`src/rtl/track_memory_sequencer_pkg.sv`:
```
// Shared definitions for the track memory sequencer: track-select codes,
// playback FSM state encoding and track depth.
package track_memory_sequencer_pkg;

    localparam int ADDR_W_DEFAULT = 6;

    // Number of notes a track can hold for a given address width.
    function automatic int depth(input int addr_w);
        return 2 ** addr_w;
    endfunction

    localparam int DEPTH = depth(ADDR_W_DEFAULT);

    localparam logic [1:0] SEL_TRACK1 = 2'd0;
    localparam logic [1:0] SEL_TRACK2 = 2'd1;
    localparam logic [1:0] SEL_MIX    = 2'd2;

    typedef enum logic [1:0] {
        ST_IDLE  = 2'd0,
        ST_FETCH = 2'd1,
        ST_HOLD  = 2'd2,
        ST_DONE  = 2'd3
    } state_t;

endpackage

```
`src/rtl/track_memory_sequencer_ram.sv`:
```
// One track of tone storage: single-port RAM with registered read, no reset
// so it maps onto block RAM. Contents survive reset and clean.
module track_ram
    import track_memory_sequencer_pkg::*;
#(
    parameter int ADDR_W = ADDR_W_DEFAULT,
    parameter int TONE_W = 8
) (
    input  logic              clock,
    input  logic              we,
    input  logic [ADDR_W-1:0] addr,
    input  logic [TONE_W-1:0] din,
    output logic [TONE_W-1:0] dout
);

    logic [TONE_W-1:0] mem [2**ADDR_W];

    // Write-first is not needed: reads and writes never target the same cycle.
    always_ff @(posedge clock) begin
        if (we) begin
            mem[addr] <= din;
        end
        dout <= mem[addr];
    end

endmodule

```
`src/rtl/track_memory_sequencer.sv`:
```
// Records tone words into two tracks and plays back one track or the OR-mix
// of both, one note per NOTE_TICKS clocks, pulsing finish when done.
module track_memory_sequencer
    import track_memory_sequencer_pkg::*;
#(
    parameter int ADDR_W     = ADDR_W_DEFAULT,
    parameter int TONE_W     = 8,
    parameter int NOTE_TICKS = 12500000
) (
    input  logic              clock,
    input  logic              reset,
    input  logic              write,
    input  logic              read,
    input  logic              track1,
    input  logic              track2,
    input  logic              mixtrack,
    input  logic              clean,
    input  logic [TONE_W-1:0] swTones,
    output logic [TONE_W-1:0] tone_out,
    output logic              tone_valid,
    output logic              finish,
    output logic              busy,
    output logic              full,
    output logic [ADDR_W:0]   len1,
    output logic [ADDR_W:0]   len2,
    output logic [1:0]        sel
);

    localparam int TICK_W = (NOTE_TICKS > 2) ? $clog2(NOTE_TICKS) : 1;
    localparam logic [TICK_W-1:0] TICK_LAST = TICK_W'(NOTE_TICKS - 1);
    localparam logic [ADDR_W:0]   LEN_MAX   = (ADDR_W + 1)'(depth(ADDR_W));

    state_t            state_reg;
    logic [1:0]        sel_reg;
    logic [ADDR_W:0]   len_reg [2];
    logic [ADDR_W:0]   idx_reg;
    logic [ADDR_W:0]   plen_reg;
    logic [TICK_W-1:0] tick_reg;
    logic [TONE_W-1:0] tone_reg;
    logic              valid_reg;
    logic              finish_reg;
    logic              read_d_reg;

    logic              idle;
    logic              sel_cmd;
    logic              wr_ok;
    logic              start_ok;
    logic [ADDR_W:0]   len_longest;
    logic [ADDR_W:0]   plen_next;
    logic [TONE_W-1:0] tone_next;

    logic              ram_we   [2];
    logic [ADDR_W-1:0] ram_addr [2];
    logic [TONE_W-1:0] ram_dout [2];
    logic [TONE_W-1:0] contrib  [2];

    // Command decode: only one command acts per idle cycle, highest priority wins.
    assign idle     = (state_reg == ST_IDLE);
    assign sel_cmd  = track1 | track2 | mixtrack;
    assign wr_ok    = idle && !clean && !sel_cmd && write &&
                      (sel_reg != SEL_MIX) && (len_reg[sel_reg[0]] != LEN_MAX);
    assign start_ok = idle && !clean && !sel_cmd && !write && read && !read_d_reg;

    assign len_longest = (len_reg[0] > len_reg[1]) ? len_reg[0] : len_reg[1];
    assign plen_next   = (sel_reg == SEL_MIX) ? len_longest : len_reg[sel_reg[0]];

    // Per-track RAMs; a track past its recorded length adds nothing to the mix.
    genvar gi;
    generate
        for (gi = 0; gi < 2; gi++) begin : g_track
            assign ram_we[gi]   = wr_ok && (sel_reg == 2'(gi));
            assign ram_addr[gi] = idle ? len_reg[gi][ADDR_W-1:0] : idx_reg[ADDR_W-1:0];
            assign contrib[gi]  = (idx_reg < len_reg[gi]) ? ram_dout[gi] : '0;

            track_ram #(
                .ADDR_W (ADDR_W),
                .TONE_W (TONE_W)
            ) u_ram (
                .clock (clock),
                .we    (ram_we[gi]),
                .addr  (ram_addr[gi]),
                .din   (swTones),
                .dout  (ram_dout[gi])
            );
        end
    endgenerate

    assign tone_next = (sel_reg == SEL_MIX) ? (contrib[0] | contrib[1]) : ram_dout[sel_reg[0]];

    // Command handling plus playback FSM; outputs are registered one cycle behind the state.
    always_ff @(posedge clock) begin
        if (reset) begin
            state_reg  <= ST_IDLE;
            sel_reg    <= SEL_TRACK1;
            len_reg[0] <= '0;
            len_reg[1] <= '0;
            idx_reg    <= '0;
            plen_reg   <= '0;
            tick_reg   <= '0;
            tone_reg   <= '0;
            valid_reg  <= 1'b0;
            finish_reg <= 1'b0;
            read_d_reg <= 1'b0;
        end else begin
            read_d_reg <= read;
            finish_reg <= 1'b0;
            case (state_reg)
                ST_IDLE: begin
                    tone_reg  <= '0;
                    valid_reg <= 1'b0;
                    if (clean) begin
                        len_reg[0] <= '0;
                        len_reg[1] <= '0;
                        if (track1) begin
                            sel_reg <= SEL_TRACK1;
                        end else if (track2) begin
                            sel_reg <= SEL_TRACK2;
                        end
                    end else if (sel_cmd) begin
                        if (track1) begin
                            sel_reg <= SEL_TRACK1;
                        end else if (track2) begin
                            sel_reg <= SEL_TRACK2;
                        end else begin
                            sel_reg <= SEL_MIX;
                        end
                    end else if (wr_ok) begin
                        len_reg[sel_reg[0]] <= len_reg[sel_reg[0]] + 1'b1;
                    end else if (start_ok) begin
                        idx_reg   <= '0;
                        plen_reg  <= plen_next;
                        state_reg <= ST_FETCH;
                    end
                end
                ST_FETCH: begin
                    valid_reg <= 1'b0;
                    if (!read) begin
                        tone_reg  <= '0;
                        state_reg <= ST_IDLE;
                    end else if (idx_reg == plen_reg) begin
                        state_reg <= ST_DONE;
                    end else begin
                        tick_reg  <= '0;
                        state_reg <= ST_HOLD;
                    end
                end
                ST_HOLD: begin
                    if (!read) begin
                        tone_reg  <= '0;
                        valid_reg <= 1'b0;
                        state_reg <= ST_IDLE;
                    end else begin
                        // RAM data for idx is valid during the first hold cycle.
                        if (tick_reg == '0) begin
                            tone_reg  <= tone_next;
                            valid_reg <= 1'b1;
                        end
                        if (tick_reg == TICK_LAST) begin
                            idx_reg   <= idx_reg + 1'b1;
                            state_reg <= ST_FETCH;
                        end else begin
                            tick_reg <= tick_reg + 1'b1;
                        end
                    end
                end
                ST_DONE: begin
                    tone_reg   <= '0;
                    valid_reg  <= 1'b0;
                    finish_reg <= read;
                    state_reg  <= ST_IDLE;
                end
                default: begin
                    state_reg <= ST_IDLE;
                end
            endcase
        end
    end

    assign tone_out   = tone_reg;
    assign tone_valid = valid_reg;
    assign finish     = finish_reg;
    assign busy       = (state_reg != ST_IDLE);
    assign len1       = len_reg[0];
    assign len2       = len_reg[1];
    assign sel        = sel_reg;
    assign full       = (sel_reg == SEL_MIX) ?
                        ((len_reg[0] == LEN_MAX) && (len_reg[1] == LEN_MAX)) :
                        (len_reg[sel_reg[0]] == LEN_MAX);

endmodule

```
`config.mk`:
```
export PLATFORM = sky130hd
export DESIGN_NAME = track_memory_sequencer
export DESIGN_NICKNAME = d
export VERILOG_FILES = /design/src/rtl/track_memory_sequencer_pkg.sv /design/src/rtl/track_memory_sequencer_ram.sv /design/src/rtl/track_memory_sequencer.sv
export SDC_FILE = /design/constraint.sdc
export NUM_CORES = 1
export LEC_CHECK = 0
export ABC_AREA = 1
export ABC_CLOCK_PERIOD_IN_PS = 3900
export BUFFER_PORTS_ARGS = -buffer_cell sky130_fd_sc_hd__buf_2
export CORE_MARGIN = 5
export CORE_UTILIZATION = 40
export CTS_CLUSTER_SIZE = 30
export DETAILED_ROUTE_END_ITERATION = 7
export PLACE_DENSITY = 0.58
export SKIP_CTS_REPAIR_TIMING = 1
export SYNTH_ARGS = -nofsm -noshare
export SYNTH_HDL_FRONTEND = slang
export SYNTH_SLANG_ARGS = --single-unit
export TNS_END_PERCENT = 50
```
`constraint.sdc`:
```
create_clock -name clock -period 3.9 [get_ports clock]
set_clock_uncertainty 0.15 [all_clocks]
set_input_delay 1.17 -clock clock [delete_from_list [all_inputs] [get_ports clock]]
set_output_delay 1.17 -clock clock [all_outputs]
set_load 0.005 [all_outputs]
```
==> results.cfg <==
[run_status]
status = finished clean

[timing]
max_freq_mhz = 266
layout_min_cycle_time_ns = 3.76
tns_ns = 0
final_max_slew_viol_count = 0
setup_violations = 0
finalCritPeriodShare = 0.964
worst_pin_slew_ns = 0.976
grt_setup_unrepaired = false
hold_violations = 0
worst_slack_ns = 0.141
slew_headroom = 0.350

[final_layout]
diodes = 0
n_fill_cell = 11723
drive_gt1_frac = 0.0948
utilization = 0.458
syn_to_final_growth_pct = 14.1
stdcell_count = 6987
nets = 5295
largest_reg_flops = 1024

[power]
switching_power_uw = 6220
ir_drop_v = 0.000340
sw_frac_of_total = 0.241
power.share.clock = 0.410
seqPwrFrac = 0.507
power.internal_uw = 19600
leakagePower_uw = 0.0230
combPwrFrac = 0.084
p_total_uw = 25800
p_per_area_nw_per_um2 = 458

[place]
portBuffers = 43
dp_slack_ns = -0.0963
gp_congestion = 0.863
dp_cells = 6778
dp_hpwl_um = 83800

[yosys]
yosysSeqAreaShare = 0.658
synth_xor_area_frac = 0.00389
synth_cell_types = 35
synth_fa_ha_area_frac = 0.00607
syn_inst = 5141
synth_top_family_by_area = simple AND/OR/NAND/NOR gates
yosysWarnings = 0
synth_simple_gate_area_frac = 0.286
yosys-mux-area-fraction = 0
synth_top_area_cell = edfxtp_1
ys_ff_latch = 1108
synth_top_area_share = 0.630
syn_avg_cell_area_um2 = 9.63
synth_area_um2 = 49500
synthTopCellsByArea = edfxtp_1 (63%), nand2_1 (20%), nand3_1 (5.7%), dfxtp_1 (2.8%), nor2_1 (1.5%)
syn_nets = 5181
synth_compound_area_frac = 0.0151

[critical_path]
arrival_ns = 2.44
ff2ff_setup_slack_ns = 0.36
reg2reg_depth = 10
startpoint_type = flop
r2r_end = g_track[0].u_ram.mem[38][1]
cp.required_ns = 2.58
r2r-start = state_reg[1]
critical_path_class = flop to output port
path_max_fanout = 5
cp-end-kind = output port

[die]
rows = 129
core_area_um2 = 123000
die_area_um2 = 131000
fp.dieH_um = 362
io_pins = 44
start_util = 0.401
die-width_um = 362

[global_route]
grt_start_max_net_pins = 170
grt_antenna_before_repair = 0
grt_first_pass_wirelength_um = 209000
grt_pass1_vias = 34974
grt_overflow_total = 0
track_usage = 0.205

[cts]
cts_buffers = 112
cts_tree = built
cts_max_path_buffers = 3
clockRootBuffer = clkbuf_16
clkTransAtPathRegs_ns = 0.06
clock-sinks = 1108
clk_latency_ns = 0.73
htree_levels = 3

[drt]
wirelength_um = 137000
wire_per_inst_um = 19.6
final_antenna_net_count = 0
drc = 0
vias = 36080
firstDrtPassIters = 8
drt_iter0_drc = 3427
viasPerCell = 5.16

[run]
cap_violations = 0

[worst_hold_path]
hp-class = flop to flop
worstHoldPathCells = 2
min_from = tone_valid
holdPathEnd = tone_valid
## logic make-up (layout without fill, tap and decap cells)
kind of cell	Yosys count	count (layout)
AND/OR/NAND/NOR	3486	3486
flip-flops	1108	1108
buffers and inverters	374	583
AO/OA/AOI/OAI	127	127
adder cells (fa/ha/maj)	24	24
XOR/XNOR	22	22
## power by group through the flow
stage | clock (µW) | combinational [µW] | sequential, µW
floorplan | 0 | 1290 | 13300
global placement | 0 | 2150 | 13300
detailed placement | 0 | 2160 | 13300
CTS | 10800 | 2160 | 13100
global route | 11300 | 2410 | 13100
finish | 10600 | 2160 | 13100
## critical path, cell delays in order, from the launching register on
cell      delay, ns
edfxtp_1       0.46
inv_4          0.15
nand2_1        0.06
o21ai_0        0.14
inv_1          0.15
nor3_2         0.24
nand3_2        0.16
o32ai_2        0.19
buf_2          0.17
## worst max path at each step
| stage | startpoint | endpoint | slack [ns] | depth (start not counted) |
|---|---|---|---|---|
| after floorplan | track1 | g_track[1].u_ram.mem[10][0] | 0.56 | 6 |
| after global placement | track1 | g_track[0].u_ram.mem[38][3] | -0.17 | 10 |
| after detailed placement | track1 | g_track[0].u_ram.mem[38][4] | -0.1 | 10 |
| after CTS | len_reg[1][4] | full | -0.11 | 8 |
| after global routing | flop | full | 0.008 | 7 |
| final | len_reg[1][4] | full | 0.14 | 8 |
## through the flow
stage	hold slack [ns]	area [µm²]
2_1_floorplan	0.298	49500
3_3_place_gp	0.294	52800
3_5_place_dp	0.303	52800
4_1_cts	0.311	56400
5_1_grt	0.329	56500
6_report	0.313	56500
## synthesized netlist by cell type (all sizes together)
master	instances
o21ai	34
a21oi	78
o21a	3
clkbuf	176
xor2	13
nor3	108
nand4	17
nand3	568
nand2	2591
a211oi	2
a22oi	8
ha	24
o211ai	1
o32ai	1
edfxtp	1038
nor4	5
xnor2	9
inv	98
nor2	196
nor3b	1
dfxtp	70
buf	100
## routing by layer
layer / vias to the layer above / global-route usage / part of all wire
li1: 17384 / - / -
met1: 17293 / 0.286 / 0.44
met2: 1218 / 0.334 / 0.47
met3: 185 / 0.0337 / 0.072
met4: 0 / 0.0615 / 0.024
met5: - / 0 / 0
## area by class of cell
class	instances	area, µm²	share of cell area
sequential	1108	32600	0.577
multi-input combinational	3659	15500	0.275
clock buffer	135	2940	0.0521
timing repair buffer	276	2320	0.0411
tap	1637	2050	0.0363
clock inverter	74	676	0.0120
inverter	98	387	0.00685
## cells in the final DEF (no fill, tap or decap), types with 4 or more instances in the layout
cell / Yosys / routed
clkinv_2: 0 / 21
clkinv_8: 0 / 4
clkbuf_1: 176 / 19
nand2_1: 2590 / 2586
nor3_2: 5 / 6
o21ai_0: 29 / 29
buf_2: 72 / 35
inv_2: 23 / 22
xor2_1: 13 / 13
nor4_1: 5 / 5
clkinv_1: 0 / 25
clkbuf_16: 0 / 113
nand2_4: 0 / 4
buf_4: 0 / 214
clkinvlp_4: 0 / 8
dfxtp_1: 70 / 70
nand3_1: 568 / 567
nor3_1: 90 / 89
inv_4: 0 / 4
inv_1: 74 / 71
ha_1: 24 / 24
nor2_1: 194 / 194
a21oi_4: 2 / 6
a22oi_1: 8 / 8
o21ai_4: 4 / 5
nand4_1: 17 / 17
bufinv_16: 0 / 10
a21oi_1: 75 / 72
nor3_4: 13 / 13
xnor2_1: 9 / 9
edfxtp_1: 1038 / 1038
buf_12: 0 / 27
Note: power is estimated with default switching activity, not from simulation.
